--- src/rtl/pixel_dispatch.sv ---
// pixel_dispatch: raster-order c-coordinate generator with round-robin one-hot dispatch to neurons.
// Define PIXEL_DISPATCH_PERF_EN to add the perf_stall_cycles counter output.
module pixel_dispatch #(
    parameter int WIDTH       = 32,
    parameter int NUM_NEURONS = 8,
    parameter int RES_W       = 12
) (
    input  logic                   clk,
    input  logic                   rst_n,
    input  logic                   start,
    input  logic [RES_W-1:0]       h_res,
    input  logic [RES_W-1:0]       v_res,
    input  logic [WIDTH-1:0]       c_re_start,
    input  logic [WIDTH-1:0]       c_im_start,
    input  logic [WIDTH-1:0]       c_re_step,
    input  logic [WIDTH-1:0]       c_im_step,
    output logic [NUM_NEURONS-1:0] pixel_valid,
    input  logic [NUM_NEURONS-1:0] pixel_ready,
    output logic [WIDTH-1:0]       c_re,
    output logic [WIDTH-1:0]       c_im,
    output logic [15:0]            pixel_id,
    output logic                   busy,
    output logic                   frame_done
`ifdef PIXEL_DISPATCH_PERF_EN
    ,
    output logic [31:0]            perf_stall_cycles
`endif
);
    localparam int PTR_W = NUM_NEURONS > 1 ? $clog2(NUM_NEURONS) : 1;
    localparam logic [RES_W-1:0]       RES_ONE    = 1;
    localparam logic [NUM_NEURONS-1:0] NEURON_ONE = 1;
    localparam logic [PTR_W-1:0]       PTR_ONE    = 1;
    localparam logic [PTR_W-1:0]       PTR_LAST   = PTR_W'(NUM_NEURONS - 1);

    typedef enum logic [1:0] {S_IDLE, S_SEL, S_OFFER} state_t;

    state_t                 state_q, state_d;
    logic [RES_W-1:0]       h_res_q, h_res_d, v_res_q, v_res_d, x_q, x_d, y_q, y_d;
    logic [WIDTH-1:0]       re_start_q, re_start_d, re_step_q, re_step_d, im_step_q, im_step_d;
    logic [WIDTH-1:0]       c_re_q, c_re_d, c_im_q, c_im_d;
    logic [15:0]            id_q, id_d;
    logic [NUM_NEURONS-1:0] valid_q, valid_d;
    logic [PTR_W-1:0]       ptr_q, ptr_d, grant_q, grant_d, sel_idx;
    logic                   done_q, done_d, sel_found, accept, xfer, last;
    int                     j;

    assign accept = (state_q == S_IDLE) && start && (h_res != '0) && (v_res != '0);
    assign xfer   = (state_q == S_OFFER) && |(valid_q & pixel_ready);
    assign last   = (x_q == h_res_q - RES_ONE) && (y_q == v_res_q - RES_ONE);

    // First ready neuron at or after the pointer, wrapping around.
    always_comb begin
        sel_found = 1'b0;
        sel_idx   = '0;
        j         = 0;
        for (int i = 0; i < NUM_NEURONS; i++) begin
            j = int'(ptr_q) + i;
            if (j >= NUM_NEURONS) j = j - NUM_NEURONS;
            if (!sel_found && pixel_ready[j]) begin
                sel_found = 1'b1;
                sel_idx   = PTR_W'(j);
            end
        end
    end

    always_comb begin
        state_d    = state_q;
        h_res_d    = h_res_q;
        v_res_d    = v_res_q;
        re_start_d = re_start_q;
        re_step_d  = re_step_q;
        im_step_d  = im_step_q;
        x_d        = x_q;
        y_d        = y_q;
        c_re_d     = c_re_q;
        c_im_d     = c_im_q;
        id_d       = id_q;
        valid_d    = valid_q;
        ptr_d      = ptr_q;
        grant_d    = grant_q;
        done_d     = 1'b0;
        case (state_q)
            S_IDLE: begin
                if (accept) begin
                    h_res_d    = h_res;
                    v_res_d    = v_res;
                    re_start_d = c_re_start;
                    re_step_d  = c_re_step;
                    im_step_d  = c_im_step;
                    x_d        = '0;
                    y_d        = '0;
                    id_d       = '0;
                    c_re_d     = c_re_start;
                    c_im_d     = c_im_start;
                    state_d    = S_SEL;
                end else if (start) begin
                    done_d = 1'b1;
                end
            end
            S_SEL: begin
                if (sel_found) begin
                    valid_d = NEURON_ONE << sel_idx;
                    grant_d = sel_idx;
                    state_d = S_OFFER;
                end
            end
            S_OFFER: begin
                if (xfer) begin
                    valid_d = '0;
                    ptr_d   = (grant_q == PTR_LAST) ? '0 : grant_q + PTR_ONE;
                    id_d    = id_q + 16'd1;
                    if (x_q == h_res_q - RES_ONE) begin
                        x_d    = '0;
                        c_re_d = re_start_q;
                        y_d    = y_q + RES_ONE;
                        c_im_d = c_im_q - im_step_q;
                    end else begin
                        x_d    = x_q + RES_ONE;
                        c_re_d = c_re_q + re_step_q;
                    end
                    state_d = last ? S_IDLE : S_SEL;
                    done_d  = last;
                end
            end
            default: state_d = S_IDLE;
        endcase
    end

    always_ff @(posedge clk or negedge rst_n) begin
        if (!rst_n) begin
            state_q    <= S_IDLE;
            h_res_q    <= '0;
            v_res_q    <= '0;
            re_start_q <= '0;
            re_step_q  <= '0;
            im_step_q  <= '0;
            x_q        <= '0;
            y_q        <= '0;
            c_re_q     <= '0;
            c_im_q     <= '0;
            id_q       <= '0;
            valid_q    <= '0;
            ptr_q      <= '0;
            grant_q    <= '0;
            done_q     <= 1'b0;
        end else begin
            state_q    <= state_d;
            h_res_q    <= h_res_d;
            v_res_q    <= v_res_d;
            re_start_q <= re_start_d;
            re_step_q  <= re_step_d;
            im_step_q  <= im_step_d;
            x_q        <= x_d;
            y_q        <= y_d;
            c_re_q     <= c_re_d;
            c_im_q     <= c_im_d;
            id_q       <= id_d;
            valid_q    <= valid_d;
            ptr_q      <= ptr_d;
            grant_q    <= grant_d;
            done_q     <= done_d;
        end
    end

    assign pixel_valid = valid_q;
    assign c_re        = c_re_q;
    assign c_im        = c_im_q;
    assign pixel_id    = id_q;
    assign busy        = state_q != S_IDLE;
    assign frame_done  = done_q;

`ifdef PIXEL_DISPATCH_PERF_EN
    logic [31:0] stall_q, stall_d;

    always_comb begin
        stall_d = stall_q;
        if (accept) stall_d = '0;
        else if (state_q == S_SEL && pixel_ready == '0 && stall_q != '1) stall_d = stall_q + 32'd1;
    end

    always_ff @(posedge clk or negedge rst_n) begin
        if (!rst_n) stall_q <= '0;
        else stall_q <= stall_d;
    end

    assign perf_stall_cycles = stall_q;
`endif
endmodule

--- config.mk ---
export PLATFORM = sky130hd
export DESIGN_NAME = pixel_dispatch
export DESIGN_NICKNAME = d
export VERILOG_FILES = /design/src/rtl/pixel_dispatch.sv
export SDC_FILE = /design/constraint.sdc
export NUM_CORES = 1
export LEC_CHECK = 0
export CAP_MARGIN = 10
export CORE_UTILIZATION = 50
export DETAILED_ROUTE_END_ITERATION = 8
export GPL_TIMING_DRIVEN = 1
export PLACE_DENSITY_LB_ADDON = 0.3
export SLEW_MARGIN = 20
export SYNTH_ARGS = -nofsm -noshare
export SYNTH_HDL_FRONTEND = slang
export SYNTH_SLANG_ARGS = --single-unit
--- constraint.sdc ---
create_clock -name clk -period 8 [get_ports clk]
set_input_delay 0.8 -clock clk [delete_from_list [all_inputs] [get_ports clk]]
set_output_delay 0.8 -clock clk [all_outputs]
set_load 0.03 [all_outputs]
==> summary.txt <==
Logic synthesis
  • Mapped Nets: 2016
  • Cell area after synthesis: 14880 µm²
  • Asr flop ratio synth: 100.0%
  • Top_reg_cell synth: dfrtp_1
  • Synth unique cells: 68
  • Post-synthesis average cell area: 8.358 µm²
  • Gate Count Post-Synth: approximately 1800
  • Synth Register Bits: 241
  • Sequential-to-total area share from yosys stat: 40.53%
  • Number of flops mapped to enable cells by yosys: 0
  • YS warnings: 0

Power
  • Cell Pwr Density: about 470 nW/µm²
  • Power after layout: 8.744 mW
  • Leakage: 8.468 nW
  • Peak supply drop: 0.2568 mV

GRT
  • Remaining Overflow, GRT: 0
  • Largest net degree at the start of global routing: roughly 120
  • Vias in the first global route: between 10000 and 15000
  • Met3 usage: 3.500%
  • First-pass GRT wire length: 68150 µm
  • Busiest grt layer: met2
  • Met1 usage: 36.83%
  • Met2 Use GR: 45.30%
  • Initial antenna violation count: 3
  • All-layer global routing usage: around 28%

Timing
  • Tcrit/Tclk final: a little under three fifths
  • Setup violations, final: 0
  • Least-Margin Pin Slew: 1076 ps
  • Setup Skew: 17.36 ps
  • Slew HR: between 20 and 30%
  • RSZ-0062 raised after global routing: false
  • Slew Limit Fails: 0
  • Fmax: roughly 0.22 GHz
  • Tmin final: around 4500 ps
  • Setup TNS: 0 ps
  • Fin. Hold Viols: 0

Setup path
  • CP max-delay cell: dfrtp_1
  • Critical path fanouts, max: 14
  • Max stage delay on crit path: approximately 680 ps
  • Worst r2r src: ptr_q[1]
  • R2r setup slk: 3540 ps
  • R2r endpoint: pixel_valid[5]
  • Setup CP Type: flip-flop to flip-flop
  • Crit end category: flip-flop
  • Cell mode on critical path: nor2_1
  • Cell family with most CP delay: simple AND/OR/NAND/NOR gates
  • Startpoint types: flip-flop
  • Worst Reg-to-Reg Cells: 11
  • Buf/Inv on CP: 1
  • CP Data Arrival Time: 4930 ps
  • CP Data Required Time: between 8000 and 9000 ps
  • Critical Path, Cell by Cell: inv_1 > ha_1 > mux4_2 > nand2_1 > o2111ai_1 > a211o_1 > or4_1 > nor2_1 > nor2_1 > nor2_1 > a22o_1

Route
  • Post-route ant nets: 0
  • Via density per instance: 5.763
  • Avg WL per Cell: 17.62 µm
  • Via count: roughly 14000
  • Drt initial violations: 1195
  • Residual DRC count: 0
  • DRT Pass-1 Iters: 5
  • Final WL: 42370 µm

Die
  • Die W: 174.5 µm
  • Die ar.: roughly 30000 µm²
  • Initial Util: 51.28%
  • Chip Height: 174.5 µm
  • Core Region: 29010 µm²
  • Ports: between 200 and 300
  • Row count: 62

CTS
  • CTS max path bufs: 3
  • Root Buffer: clkbuf_16
  • Setup Buffers After CTS: 0
  • TritonCTS clock tree: yes
  • CTS Hold Bufs: 0
  • Clk Latency, worst-skew pair: 550 ps
  • CTS Buf Count: 28
  • Post-cts resize count: 0
  • Htree depth: 1
  • Worst-path clk slew: 60 ps
  • CTS sink count: 241

Place
  • GPL Wtd Cong: ~0.9
  • Post-detail-place hpwl: between 20000 and 30000 µm
  • Placed Cells: 2351
  • Port Buffers: between 200 and 300
  • Post-DP Area: 17730 µm²

Cells and area
  • Final Cell Area: 18730 µm²
  • Fin cells: 2405
  • Layout Utilization: 64.57%
  • Layout Nets: between 2000 and 2500
  • Area delta synth->final: 25.92%
  • Share of cells above drive strength 1: 4.804%

Hold path
  • Hold Path Class: primary input to async pin

Run status
  • Status: complete, no violations

Job
  • Max cap viols: 0
## power by group
group	switching (mW)	leakage (nW)	internal, mW
Sequential	0.469	3.01	1.72
Clock	0.520	0.477	0.826
Combinational	3.06	4.98	2.15
## metrics by stage
step	setup slack [ps]	hold WS [ps]
2_1_floorplan	3812	440.1
3_3_place_gp	3736	452.4
6_report	3542	316.8
5_1_grt	3218	451.3
3_5_place_dp	3625	462.7
4_1_cts	3588	380.5
## registers in the layout (all words and copies together), names as in the netlist
register and count:
im_step_q 32, ptr_q 3, grant_q 3, pixel_id 16, y_q 12, x_q 12
v_res_q 12, re_start_q 32, re_step_q 32, pixel_valid 8, c_im 32, c_re 32
frame_done 1, h_res_q 12, state_q 2
## layout make-up
| type | instances | area, µm² |
|---|---|---|
| clock buffer | 39 | 803.3 |
| fill | 2455 | 10280 |
| inverter | 70 | 262.8 |
| multi-input combinational | 1389 | 8318 |
| sequential | 241 | 6031 |
| antenna | 2 | 5.005 |
| clock inverter | 12 | 166.4 |
| tap | 384 | 480.5 |
| timing repair buffer | 268 | 2668 |
## worst reg2reg max path, stage by stage (launching register included)
cell	delay (ps)
dfrtp_1	680
inv_1	240
ha_1	540
mux4_2	610
nand2_1	150
o2111ai_1	130
a211o_1	430
or4_1	570
nor2_1	200
nor2_1	170
nor2_1	440
a22o_1	230
## layout by cell type (no fill, tap or decap), drive strengths merged, types with 13 or more instances in the layout
master / netlist / routed
xnor2: 56 / 56
o21ai: 133 / 133
o211ai: 13 / 13
clkbuf: 67 / 39
inv: 69 / 69
nor3: 31 / 31
nand4: 19 / 19
a31oi: 27 / 27
a211oi: 16 / 16
xor2: 54 / 54
or3: 14 / 14
a21o: 26 / 26
clkdlybuf4s50: 0 / 251
buf: 13 / 17
o21a: 13 / 13
a21oi: 126 / 126
mux2i: 30 / 30
and3: 16 / 16
nand3: 30 / 30
ha: 71 / 71
nand2: 404 / 404
nor2: 138 / 138
dfrtp: 241 / 241
## per-layer routing
layer	wire [µm]	share of wire (%)
met3	2600	6.1
met2	19730	47
met4	1657	3.9
met1	18360	43
met5	12	0.028
## cell families (layout without fill, tap and decap cells)
| kind of cell | count (synthesis) | in the layout | synth area share [%] |
|---|---|---|---|
| AO/OA/AOI/OAI | 433 | 433 | 17.83 |
| XOR/XNOR | 110 | 110 | 6.475 |
| adder cells (fa/ha/maj) | 73 | 73 | 6.240 |
| buffers and inverters | 150 | 389 | 3.843 |
| flip-flops | 241 | 241 | 40.53 |
| multiplexers | 46 | 46 | 3.608 |
| other | 0 | 2 | 0 |
| AND/OR/NAND/NOR | 727 | 727 | 21.47 |
## synthesized netlist by cell type, types with 16 or more instances
cell	number	area [µm²]
nand2_1	404	1516
o21ai_0	132	660.6
a21o_1	26	195.2
a31oi_1	27	168.9
nor3_1	31	155.2
nand3_1	30	150.1
ha_1	71	888.4
xnor2_1	56	490.5
and3_1	16	100.1
clkbuf_1	67	251.5
xor2_1	54	473.0
nor2_1	138	518.0
a21oi_1	126	630.6
nand4_1	18	112.6
mux2i_1	30	300.3
dfrtp_1	241	6031
inv_1	69	259.0
## how the worst max path moves through the flow
stage / from / endpoint / slack, ps / depth (start not counted)
2_1_floorplan: ptr_q[0] / pixel_valid[1] / 3810 / 15
3_3_place_gp: ptr_q[1] / pixel_valid[5] / 3740 / 11
3_5_place_dp: ptr_q[1] / pixel_valid[5] / 3630 / 11
4_1_cts: h_res_q[1] / c_im[16] / 3590 / 9
5_1_grt: ptr_q[1] / pixel_valid[5] / 3220 / 11
6_report: ptr_q[1] / pixel_valid[5] / 3540 / 11
Note: power is estimated with default switching activity, not from simulation.
